## src/rtl/calc_entry_ctrl.sv

```systemverilog
// Calculator key-entry controller: collects BCD operands and an operator from the keypad,
// then drives the BCD ALU through a start/done handshake.
module calc_entry_ctrl #(
  parameter  int NDIGITS = 4,
  parameter  int OPW     = 2,
  localparam int W       = 4 * NDIGITS
) (
  input  logic           clk,
  input  logic           rst,
  input  logic           key_valid,
  input  logic [1:0]     key_type,
  input  logic [3:0]     key_num,
  input  logic [OPW-1:0] key_op,
  output logic           key_ready,
  output logic           alu_start,
  output logic [W-1:0]   alu_a,
  output logic [W-1:0]   alu_b,
  output logic [OPW-1:0] alu_op,
  input  logic           alu_done,
  input  logic [W-1:0]   alu_result,
  input  logic           alu_err,
  output logic [W-1:0]   disp_bcd,
  output logic [2:0]     state,
  output logic           err
);

  localparam int CW = $clog2(NDIGITS + 1);

  localparam logic [2:0] S_N1   = 3'd0;
  localparam logic [2:0] S_OP   = 3'd1;
  localparam logic [2:0] S_N2   = 3'd2;
  localparam logic [2:0] S_WAIT = 3'd3;
  localparam logic [2:0] S_RES  = 3'd4;
  localparam logic [2:0] S_ERR  = 3'd5;

  localparam logic [1:0] K_DIGIT = 2'b00;
  localparam logic [1:0] K_OP    = 2'b01;
  localparam logic [1:0] K_EQ    = 2'b10;
  localparam logic [1:0] K_CLR   = 2'b11;

  logic [2:0]     state_q, state_d;
  logic [W-1:0]   num1_q, num1_d, num2_q, num2_d, disp_q, disp_d;
  logic [OPW-1:0] op_q, op_d, op_next_q, op_next_d;
  logic [CW-1:0]  cnt1_q, cnt1_d, cnt2_q, cnt2_d;
  logic           chain_q, chain_d;
  logic           start_q, start_d, ready_q, ready_d, err_q, err_d;
  logic           key_fire_s, digit_ok_s, clear_s;

  assign key_fire_s = key_valid && ready_q;
  assign digit_ok_s = (key_num <= 4'd9);

  // Next-state and datapath update; a key only has effect on the edge that accepts it.
  always_comb begin
    state_d   = state_q;
    num1_d    = num1_q;
    num2_d    = num2_q;
    op_d      = op_q;
    op_next_d = op_next_q;
    cnt1_d    = cnt1_q;
    cnt2_d    = cnt2_q;
    chain_d   = chain_q;
    clear_s   = 1'b0;

    case (state_q)
      S_N1: begin
        if (key_fire_s) begin
          case (key_type)
            K_DIGIT: begin
              if (digit_ok_s && (cnt1_q < CW'(NDIGITS))) begin
                num1_d = {num1_q[W-5:0], key_num};
                cnt1_d = cnt1_q + CW'(1);
              end else begin
                num1_d = num1_q;
              end
            end
            K_OP: begin
              op_d    = key_op;
              state_d = S_OP;
            end
            K_CLR:   clear_s = 1'b1;
            default: state_d = state_q;
          endcase
        end else begin
          state_d = state_q;
        end
      end
      S_OP: begin
        if (key_fire_s) begin
          case (key_type)
            K_OP: op_d = key_op;
            K_DIGIT: begin
              if (digit_ok_s) begin
                num2_d  = {{(W-4){1'b0}}, key_num};
                cnt2_d  = CW'(1);
                state_d = S_N2;
              end else begin
                state_d = state_q;
              end
            end
            K_CLR:   clear_s = 1'b1;
            default: state_d = state_q;
          endcase
        end else begin
          state_d = state_q;
        end
      end
      S_N2: begin
        if (key_fire_s) begin
          case (key_type)
            K_DIGIT: begin
              if (digit_ok_s && (cnt2_q < CW'(NDIGITS))) begin
                num2_d = {num2_q[W-5:0], key_num};
                cnt2_d = cnt2_q + CW'(1);
              end else begin
                num2_d = num2_q;
              end
            end
            K_EQ: begin
              chain_d = 1'b0;
              state_d = S_WAIT;
            end
            K_OP: begin
              op_next_d = key_op;
              chain_d   = 1'b1;
              state_d   = S_WAIT;
            end
            K_CLR:   clear_s = 1'b1;
            default: state_d = state_q;
          endcase
        end else begin
          state_d = state_q;
        end
      end
      S_WAIT: begin
        if (alu_done) begin
          if (alu_err) begin
            state_d = S_ERR;
          end else begin
            num1_d = alu_result;
            cnt1_d = CW'(NDIGITS);
            if (chain_q) begin
              op_d    = op_next_q;
              state_d = S_OP;
            end else begin
              state_d = S_RES;
            end
          end
        end else begin
          state_d = state_q;
        end
      end
      S_RES: begin
        if (key_fire_s) begin
          case (key_type)
            K_DIGIT: begin
              if (digit_ok_s) begin
                num1_d  = {{(W-4){1'b0}}, key_num};
                cnt1_d  = CW'(1);
                num2_d  = {W{1'b0}};
                state_d = S_N1;
              end else begin
                state_d = state_q;
              end
            end
            K_OP: begin
              op_d    = key_op;
              state_d = S_OP;
            end
            K_EQ: begin
              chain_d = 1'b0;
              state_d = S_WAIT;
            end
            K_CLR:   clear_s = 1'b1;
            default: state_d = state_q;
          endcase
        end else begin
          state_d = state_q;
        end
      end
      S_ERR: begin
        if (key_fire_s && (key_type == K_CLR)) begin
          clear_s = 1'b1;
        end else begin
          state_d = state_q;
        end
      end
      default: state_d = S_N1;
    endcase

    if (clear_s) begin
      num1_d    = {W{1'b0}};
      num2_d    = {W{1'b0}};
      op_d      = {OPW{1'b0}};
      op_next_d = {OPW{1'b0}};
      cnt1_d    = {CW{1'b0}};
      cnt2_d    = {CW{1'b0}};
      chain_d   = 1'b0;
      state_d   = S_N1;
    end else begin
      chain_d = chain_d;
    end

    // Output registers are loaded from the next state so they line up with state_q.
    ready_d = (state_d != S_WAIT);
    err_d   = (state_d == S_ERR);
    start_d = (state_d == S_WAIT) && (state_q != S_WAIT);
    case (state_d)
      S_N2, S_WAIT: disp_d = num2_d;
      S_ERR:        disp_d = {W{1'b1}};
      default:      disp_d = num1_d;
    endcase
  end

  // State, operand and output registers.
  always_ff @(posedge clk or negedge rst) begin
    if (!rst) begin
      state_q   <= S_N1;
      num1_q    <= {W{1'b0}};
      num2_q    <= {W{1'b0}};
      op_q      <= {OPW{1'b0}};
      op_next_q <= {OPW{1'b0}};
      cnt1_q    <= {CW{1'b0}};
      cnt2_q    <= {CW{1'b0}};
      chain_q   <= 1'b0;
      start_q   <= 1'b0;
      ready_q   <= 1'b1;
      err_q     <= 1'b0;
      disp_q    <= {W{1'b0}};
    end else begin
      state_q   <= state_d;
      num1_q    <= num1_d;
      num2_q    <= num2_d;
      op_q      <= op_d;
      op_next_q <= op_next_d;
      cnt1_q    <= cnt1_d;
      cnt2_q    <= cnt2_d;
      chain_q   <= chain_d;
      start_q   <= start_d;
      ready_q   <= ready_d;
      err_q     <= err_d;
      disp_q    <= disp_d;
    end
  end

  assign key_ready = ready_q;
  assign alu_start = start_q;
  assign alu_a     = num1_q;
  assign alu_b     = num2_q;
  assign alu_op    = op_q;
  assign disp_bcd  = disp_q;
  assign state     = state_q;
  assign err       = err_q;

endmodule

```

## config.mk

```make
export PLATFORM = sky130hd
export DESIGN_NAME = calc_entry_ctrl
export DESIGN_NICKNAME = d
export VERILOG_FILES = /design/src/rtl/calc_entry_ctrl.sv
export SDC_FILE = /design/constraint.sdc
export NUM_CORES = 1
export LEC_CHECK = 0
export ABC_CLOCK_PERIOD_IN_PS = 1800
export CAP_MARGIN = 5
export CORE_MARGIN = 2
export CORE_UTILIZATION = 44
export DETAILED_ROUTE_END_ITERATION = 10
export PLACE_DENSITY = 0.73
export SYNTH_ARGS = -nofsm -noshare
export SYNTH_HDL_FRONTEND = slang
export SYNTH_SLANG_ARGS = --single-unit
```

## constraint.sdc

```tcl
create_clock -name clk -period 1.8 [get_ports clk]
set_input_delay 0.27 -clock clk [delete_from_list [all_inputs] [get_ports clk]]
set_output_delay 0.27 -clock clk [all_outputs]
set_load 0.01 [all_outputs]
```

==> impl_results.md, run 1 <==
- Non-filler cells in the finished layout: ~580
- Total of max-cap violations: 0
- Clk_lat worst skew: approximately 350 ps
- Status: complete, but fails checks
- # clock sinks: 65
- Fin. max-slew vios: 0
- Failing checks: negative setup slack
- Synthesized-area fraction occupied by xor and xnor cells: 0%
- Starting density of the core: 44.90%
- Port buffer count: 84
- Sequential share of power: between 20% and 30%
- DRC Markers: 0
- Switching power: around 0.0028 W
- Vias: 3,473
- Fmax achieved: 461.8 MHz
- Synth Area in Simple Gates: between 10% and 20%
- WL/cell: between 20 and 25 um
- # rows: 31
- GPL Wtd Cong: ~0.91
- Tcrit/Tclk final: 120.3%
- Clk pin slew, worst setup/hold paths: 70 ps
- Yosys reg bits: 65
- Final Cell Area: roughly 5600 um^2
- Clk Tree Root Cell: clkbuf_8
- Remaining antenna violation count: 0
- GR Overflow Total: 0
- Hold Vio Cnt, Final: 0
- Setup ws final: -365.6 ps
- Clock group share of total power: a little under a fifth
- Number of antenna diodes: 0
- Area delta synth->final: 74.45%
- First-pass GRT wire length: 16,730 um
- Post-Route WL: about 12,000 um
- Synth Area in Adders: ~2.3%
- Number of synthesized flops with an enable pin: 0
- 1st-iter DRT viols: between 300 and 400
- CTS max path bufs: 2
- Crit-path max FO: 8
- Most common cell after layout, fill and taps aside: clkdlybuf4s50_1
- Syn_area_per_cell: ~11 um^2
- Yosys cell types: 58
- Final min period: 2166 ps
- Crit. End Element: flop
- Synth Instances: slightly below 300
- VDD IR max: around 0.00072 V
- Reg2reg setup slack: -370 ps
- Total CTS buffers: 9
- Die area: ~8000 um^2
- Largest net degree at the start of global routing: 53
- HP Class: in -> async
- I/O pin count: 85
- Layout cells sized above 1: between 40% and 50%
- Yosys Warn Count: 0
- TritonCTS clock tree: yes
- Fraction of registers with async set/reset: 100.0%
- Least-Margin Pin Slew: slightly below 400 ps
- Combinational share of power: 53.5%
- Post-synthesis compound-gate area fraction: a little under a quarter
- Initial antenna violation count: 0
- Skew final: between 10 and 15 ps
- Synthesized area: about 3200 um^2
- Via/cell ratio: approximately 6.0
- Cells after DPL: between 500 and 600
- Gr usage total: between 20% and 30%
- Core region area: about 7000 um^2
- Final setup fails: 60
- Post-synthesis sequential area ratio: a little over 50%
- Htree depth: 3
- Crit path kind: reg -> reg
- Tot Pwr: 0.007794 W
- RSZ-0062 raised after global routing: yes
- DRT Pass-1 Iters: 5
- Mapped Nets: around 330
- HPWL Detailed: 6741 um
- Critical Path AT: around 2500 ps
- Power density over the cells: roughly 1400 nW/um^2
- Leak pwr: roughly 2.5 nW
- Switch share: 36.27%
- Mux cell area share after synthesis: 2.252%
- Int Power: 0.004967 W
- Die W: between 80 and 90 um
- Placed cell areas: between 4000 and 5000 um^2
- Top FF cell, synth: dfrtp_1
- Most frequent cells in the layout: 80 x clkdlybuf4s50_1, 75 x buf_4, 62 x dfrtp_1
- Chip Height: ~90 um
- Largest family of logic cells by synthesized area: compound AO/OA/AOI/OAI gates
- Critical Path Source Type: flop
- Final Net Count: ~510
- Vias in the first global route: between 3k and 4k
- Rel. slew slack: around 74%
- CP Data Required Time: 2090 ps
power by group through the flow:
stage | logic [W] | clock network [W] | registers, W
final | 0.00417 | 0.00143 | 0.00220
after global routing | 0.00439 | 0.00150 | 0.00223
after CTS | 0.00348 | 0.00143 | 0.00216
after detailed placement | 0.00298 | 0 | 0.00218
after global placement | 0.00293 | 0 | 0.00217
after floorplan | 0.00143 | 0 | 0.00229
registers in the layout, summed over array words and instances (netlist names), 2 cells and up:
signal,count
alu_op,2
cnt2_q,3
state,3
cnt1_q,3
alu_a,16
op_next_q,2
disp_bcd,16
alu_b,16
logic make-up after synthesis:
kind of cell / count (synthesis)
adders and majority gates: 6
AOI/OAI and AO/OA: 87
DFF: 65
and+or+nand+nor: 101
muxes: 7
buffers and inverters: 26
layout make-up:
type	instances	area (um^2)
tap	99	123.9
clock buffer	10	137.6
multi-input combinational	202	1777
sequential	65	1630
clock inverter	6	90.09
inverter	6	22.52
timing repair buffer	190	1839
fill	372	1555
per-stage QoR:
stage / setup WS [ps] / hold WS (ps) / setup TNS, ps / utilization [%]
after floorplan: -124.0 / -25.59 / -1527 / -
after global placement: -798.4 / 198.4 / -32660 / 63.64
after detailed placement: -856.2 / 205.6 / -34880 / 63.64
after CTS: -255.8 / 375.9 / -5989 / 72.43
after global routing: -412.0 / 400.4 / -14440 / 78.33
final: -365.6 / 375.8 / -11370 / 78.33
final timing paths:
kind | start | endpoint | cells after the start
max | key_ready | disp_bcd[11] | 10
min | rst | op_next_q[0] | 2
max reg2reg | key_ready | disp_bcd[11] | 10
min reg2reg | cnt2_q[0] | cnt2_q[0] | 1
max in group asynchronous | rst | disp_bcd[11] | 3
min in group clk | cnt2_q[0] | cnt2_q[0] | 1
critical path, stage by stage, from the launching register on:
cell and delay [ps]:
dfstp_2 580, buf_6 110, buf_6 90, buf_4 90
a31oi_1 80, a41oi_1 320, a211oi_4 130, nor4_4 180
nand2b_4 240, buf_12 140, o22a_1 140
cell usage after synthesis, types with 3 or more instances:
library cell | count | share of area (%)
nand2_1 | 11 | 1.3
a22oi_1 | 12 | 2.8
ha_1 | 6 | 2.3
buf_2 | 4 | 0.62
buf_4 | 5 | 1.2
inv_1 | 6 | 0.70
buf_6 | 7 | 2.4
mux2i_1 | 5 | 1.6
a32o_1 | 3 | 0.93
a22oi_2 | 3 | 1.2
nor3_1 | 4 | 0.62
o22a_1 | 17 | 4.6
clkbuf_1 | 4 | 0.47
nand3_1 | 6 | 0.93
a222oi_1 | 14 | 4.3
nor2_1 | 47 | 5.5
and2b_1 | 3 | 0.70
dfrtp_1 | 64 | 50
a211oi_1 | 3 | 0.70
o21ai_0 | 4 | 0.62
nor2b_1 | 3 | 0.58
nand2b_1 | 6 | 1.2
a21oi_1 | 12 | 1.9
layer usage:
layer	part of all wire [%]	global-route usage, %	routed length, um
met5	0	0	0
met4	4.8	12.21	597
met3	6.5	3.839	812
met2	48	44.45	6009
met1	40	37.18	4995
timing repair:
action,CTS,global route
gates resized for setup,43,71
hold buffers,1,0
pin swaps,23,40
endpoints found under the hold margin,12,0
gates cloned,3,0
setup buffers,24,18
endpoints found under the setup margin,60,63
(Power assumes the default switching activity.)
==> run 2: changes to the inputs <==
--- a/config.mk
+++ b/config.mk
@@ -10,7 +10,9 @@
 export CORE_MARGIN = 2
 export CORE_UTILIZATION = 44
 export DETAILED_ROUTE_END_ITERATION = 10
+export HOLD_SLACK_MARGIN = 0.08
 export PLACE_DENSITY = 0.73
+export REMOVE_ABC_BUFFERS = 1
 export SYNTH_ARGS = -nofsm -noshare
 export SYNTH_HDL_FRONTEND = slang
 export SYNTH_SLANG_ARGS = --single-unit
==> run 2 against run 1 <==
  * The run still ends with negative setup slack left
  * Non-clock buffer count shrank 12
  * Combinational power shrank 13%
  * Final area shrank 4.9%
  * Worst hold slack gained 8.1 ps
==> impl_results.md, run 2 (synthesized netlist as in run 1, its figures left out) <==
- Clk_lat worst skew: 350 ps (about the same)
- Rel. slew slack: 71.13% (-2.7 points)
- Final min period: 2074 ps (-91.38 ps)
- Tot Pwr: 0.007049 W (-9.6%)
- Post-Route WL: 11,330 um (-8.7%)
- Clk Tree Root Cell: clkbuf_8
- Sequential share of power: 30.7% (+2.5 points)
- Fin. max-slew vios: 0 (unchanged)
- Reg-to-reg critical path endpoint: disp_bcd[15]
- Area delta synth->final: 65.94%
- Largest net degree at the start of global routing: 34 (-36%)
- Crit. End Element: flop
- Total of max-cap violations: 0 (unchanged)
- Fin util: 74.51% (-3.8 points)
- 1st-iter DRT viols: 339 (-4.0%)
- Total CTS buffers: 9 (unchanged)
- CTS max path bufs: 2 (unchanged)
- Clk pin slew, worst setup/hold paths: 80 ps (about the same)
- Remaining antenna violation count: 0 (unchanged)
- Total area of sequential cells: 1629 um^2 (about the same)
- First-pass GRT wire length: 16,140 um (-3.5%)
- CP Data Required Time: 2040 ps (-50 ps)
- VDD IR max: 0.0007226 V (-0.30%)
- Most frequent cells in the layout: 80 x clkdlybuf4s50_1, 67 x buf_4, 63 x dfrtp_1
- Layout cells sized above 1: 38.33% (-3.8 points)
- Hold Vio Cnt, Final: 0 (unchanged)
- Worst r2r src: state[2]
- GPL Wtd Cong: 0.9074 (-0.33%)
- Vias: 3,259 (-6.2%)
- RSZ-0062 raised after global routing: yes
- Final setup fails: 48 (-20%)
- Critical Path Source Type: flop
- Switch share: 35.85% (-0.42 points)
- Clock group share of total power: 18.1% (-0.2 points)
- Starting density of the core: 44.90% (unchanged)
- Core region area: 7176 um^2 (unchanged)
- Fmax achieved: 482.1 MHz (+4.4%)
- WL/cell: 20.02 um (-6.8%)
- Crit path kind: reg -> reg
- Gr usage total: 26.78% (-0.80 points)
- Chip Height: 89.57 um (unchanged)
- Leak pwr: 2.416 nW (-3.6%)
- Reg2reg setup slack: -270 ps (+90 ps)
- HP Class: in -> async
- Die W: 89.57 um (unchanged)
- DRC Markers: 0 (unchanged)
- Via/cell ratio: 5.758 (-4.2%)
- Reg2Reg Depth: 8 (-2)
- Die area: 8023 um^2 (unchanged)
- Critical Path AT: 2320 ps (-130 ps)
- I/O pin count: 85 (unchanged)
- DRT Pass-1 Iters: 5 (unchanged)
- Final Net Count: 497 (-2.4%)
- Tcrit/Tclk final: 115.2% (-5.1 points)
- Skew final: 9.404 ps (-1.771 ps)
- Filler instances: 447 (+20%)
- Post-Place Setup Slack: -898.3 ps (-42.08 ps)
- Int Power: 0.004522 W (-9.0%)
- Switching power: 0.002527 W (-11%)
- CP startpoint: state[2]
- Vias in the first global route: 3,138 (-5.5%)
- Port buffer count: 84 (unchanged)
- Failing checks: negative setup slack
- Power density over the cells: 1318 nW/um^2 (-4.9%)
- Most common cell after layout, fill and taps aside: clkdlybuf4s50_1
- Status: complete, but fails checks
- HPWL Detailed: 6402 um (-5.0%)
- GR Overflow Total: 0 (unchanged)
- # rows: 31 (unchanged)
- Combinational share of power: 51.3% (-2.2 points)
- Least-Margin Pin Slew: 433.1 ps (+40.41 ps)
- Number of antenna diodes: 0 (unchanged)
- Htree depth: 3 (unchanged)
- Critical Path End: disp_bcd[15]
- Setup ws final: -274.2 ps (+91.38 ps)
- Crit-path max FO: 8 (unchanged)
- Initial antenna violation count: 0 (unchanged)
- TritonCTS clock tree: yes
- Multi-input combinational cell area: 1645 um^2 (-7.4%)
- # clock sinks: 65 (unchanged)
==> run 2: cell count changes in the layout (fill, tap and decap cells not counted), moves of 3 or more <==
cell     change
nor2_2       +3
a22oi_1      -5
o21ai_0      +3
o21ai_1      -3
a22oi_2      +5
nor2_4       -5
buf_4        -8
==> run 2: cell type report <==
type,instances,area share [%]
clock buffers,10,2.574
clock inverters,6,1.217
inverters,6,0.4212
multi-input cells,202,30.77
flip-flops and latches,65,30.47
well taps,99,2.317
repair buffers,178,32.23
==> run 2: critical path, cell delays in order (launching register included) <==
cell       delay (ps)
dfrtp_1           410
buf_6             150
or3b_4            410
a21oi_4           220
o21ai_4           110
clkbuf_16         200
a22oi_2           230
nor2_2             80
o22a_1            180
==> run 2: what timing repair did <==
action / CTS / global route
hold buffers: 1 / 0
setup buffers: 23 / 10
resized for setup: 48 / 36
pin swaps: 41 / 29
cloned: 2 / 1
setup endpoints to repair: 56 / 61
endpoints found under the hold margin: 16 / 0
==> run 2: power by group through the flow <==
| stage | clock (W) | sequential (W) | combinational, W |
|---|---|---|---|
| after CTS | 0.00128 | 0.00214 | 0.00330 |
| after detailed placement | 0 | 0.00215 | 0.00295 |
| final | 0.00127 | 0.00216 | 0.00361 |
| after global routing | 0.00134 | 0.00220 | 0.00385 |
| after global placement | 0 | 0.00216 | 0.00289 |
| after floorplan | 0 | 0.00233 | 0.00119 |
==> run 2: worst min path at each step <==
stage	from	to	slack (ps)	depth (start not counted)
finish	rst	alu_a[12]	380	2
global route	rst	alu_a[12]	410	2
CTS	rst	alu_a[12]	400	2
detailed placement	rst	alu_a[12]	230	1
global placement	rst	alu_a[12]	220	1
floorplan	rst	alu_a[0]	-30	0
==> run 2: metal layers <==
layer / GRT usage, % / up-vias / part of all wire, %
met3: 5.119 / 27 / 5.7
met4: 11.53 / 0 / 2.1
met1: 36.42 / 1631 / 40
met5: 0 / - / 0
met2: 41.98 / 156 / 52
li1: - / 1445 / -
==> run 2: metrics by stage <==
| step | area [um^2] | std cells | TNS (ps) | hold slack [ps] |
|---|---|---|---|---|
| 5_1_grt | 5346 | 566 | -9305 | 414.6 |
| 3_5_place_dp | 4536 | 514 | -37200 | 226.3 |
| 3_3_place_gp | 4536 | 514 | -34170 | 222.0 |
| 2_1_floorplan | 3070 | 272 | -22260 | -25.59 |
| 4_1_cts | 5130 | 556 | -5086 | 401.7 |
| 6_report | 5346 | 566 | -6380 | 383.9 |
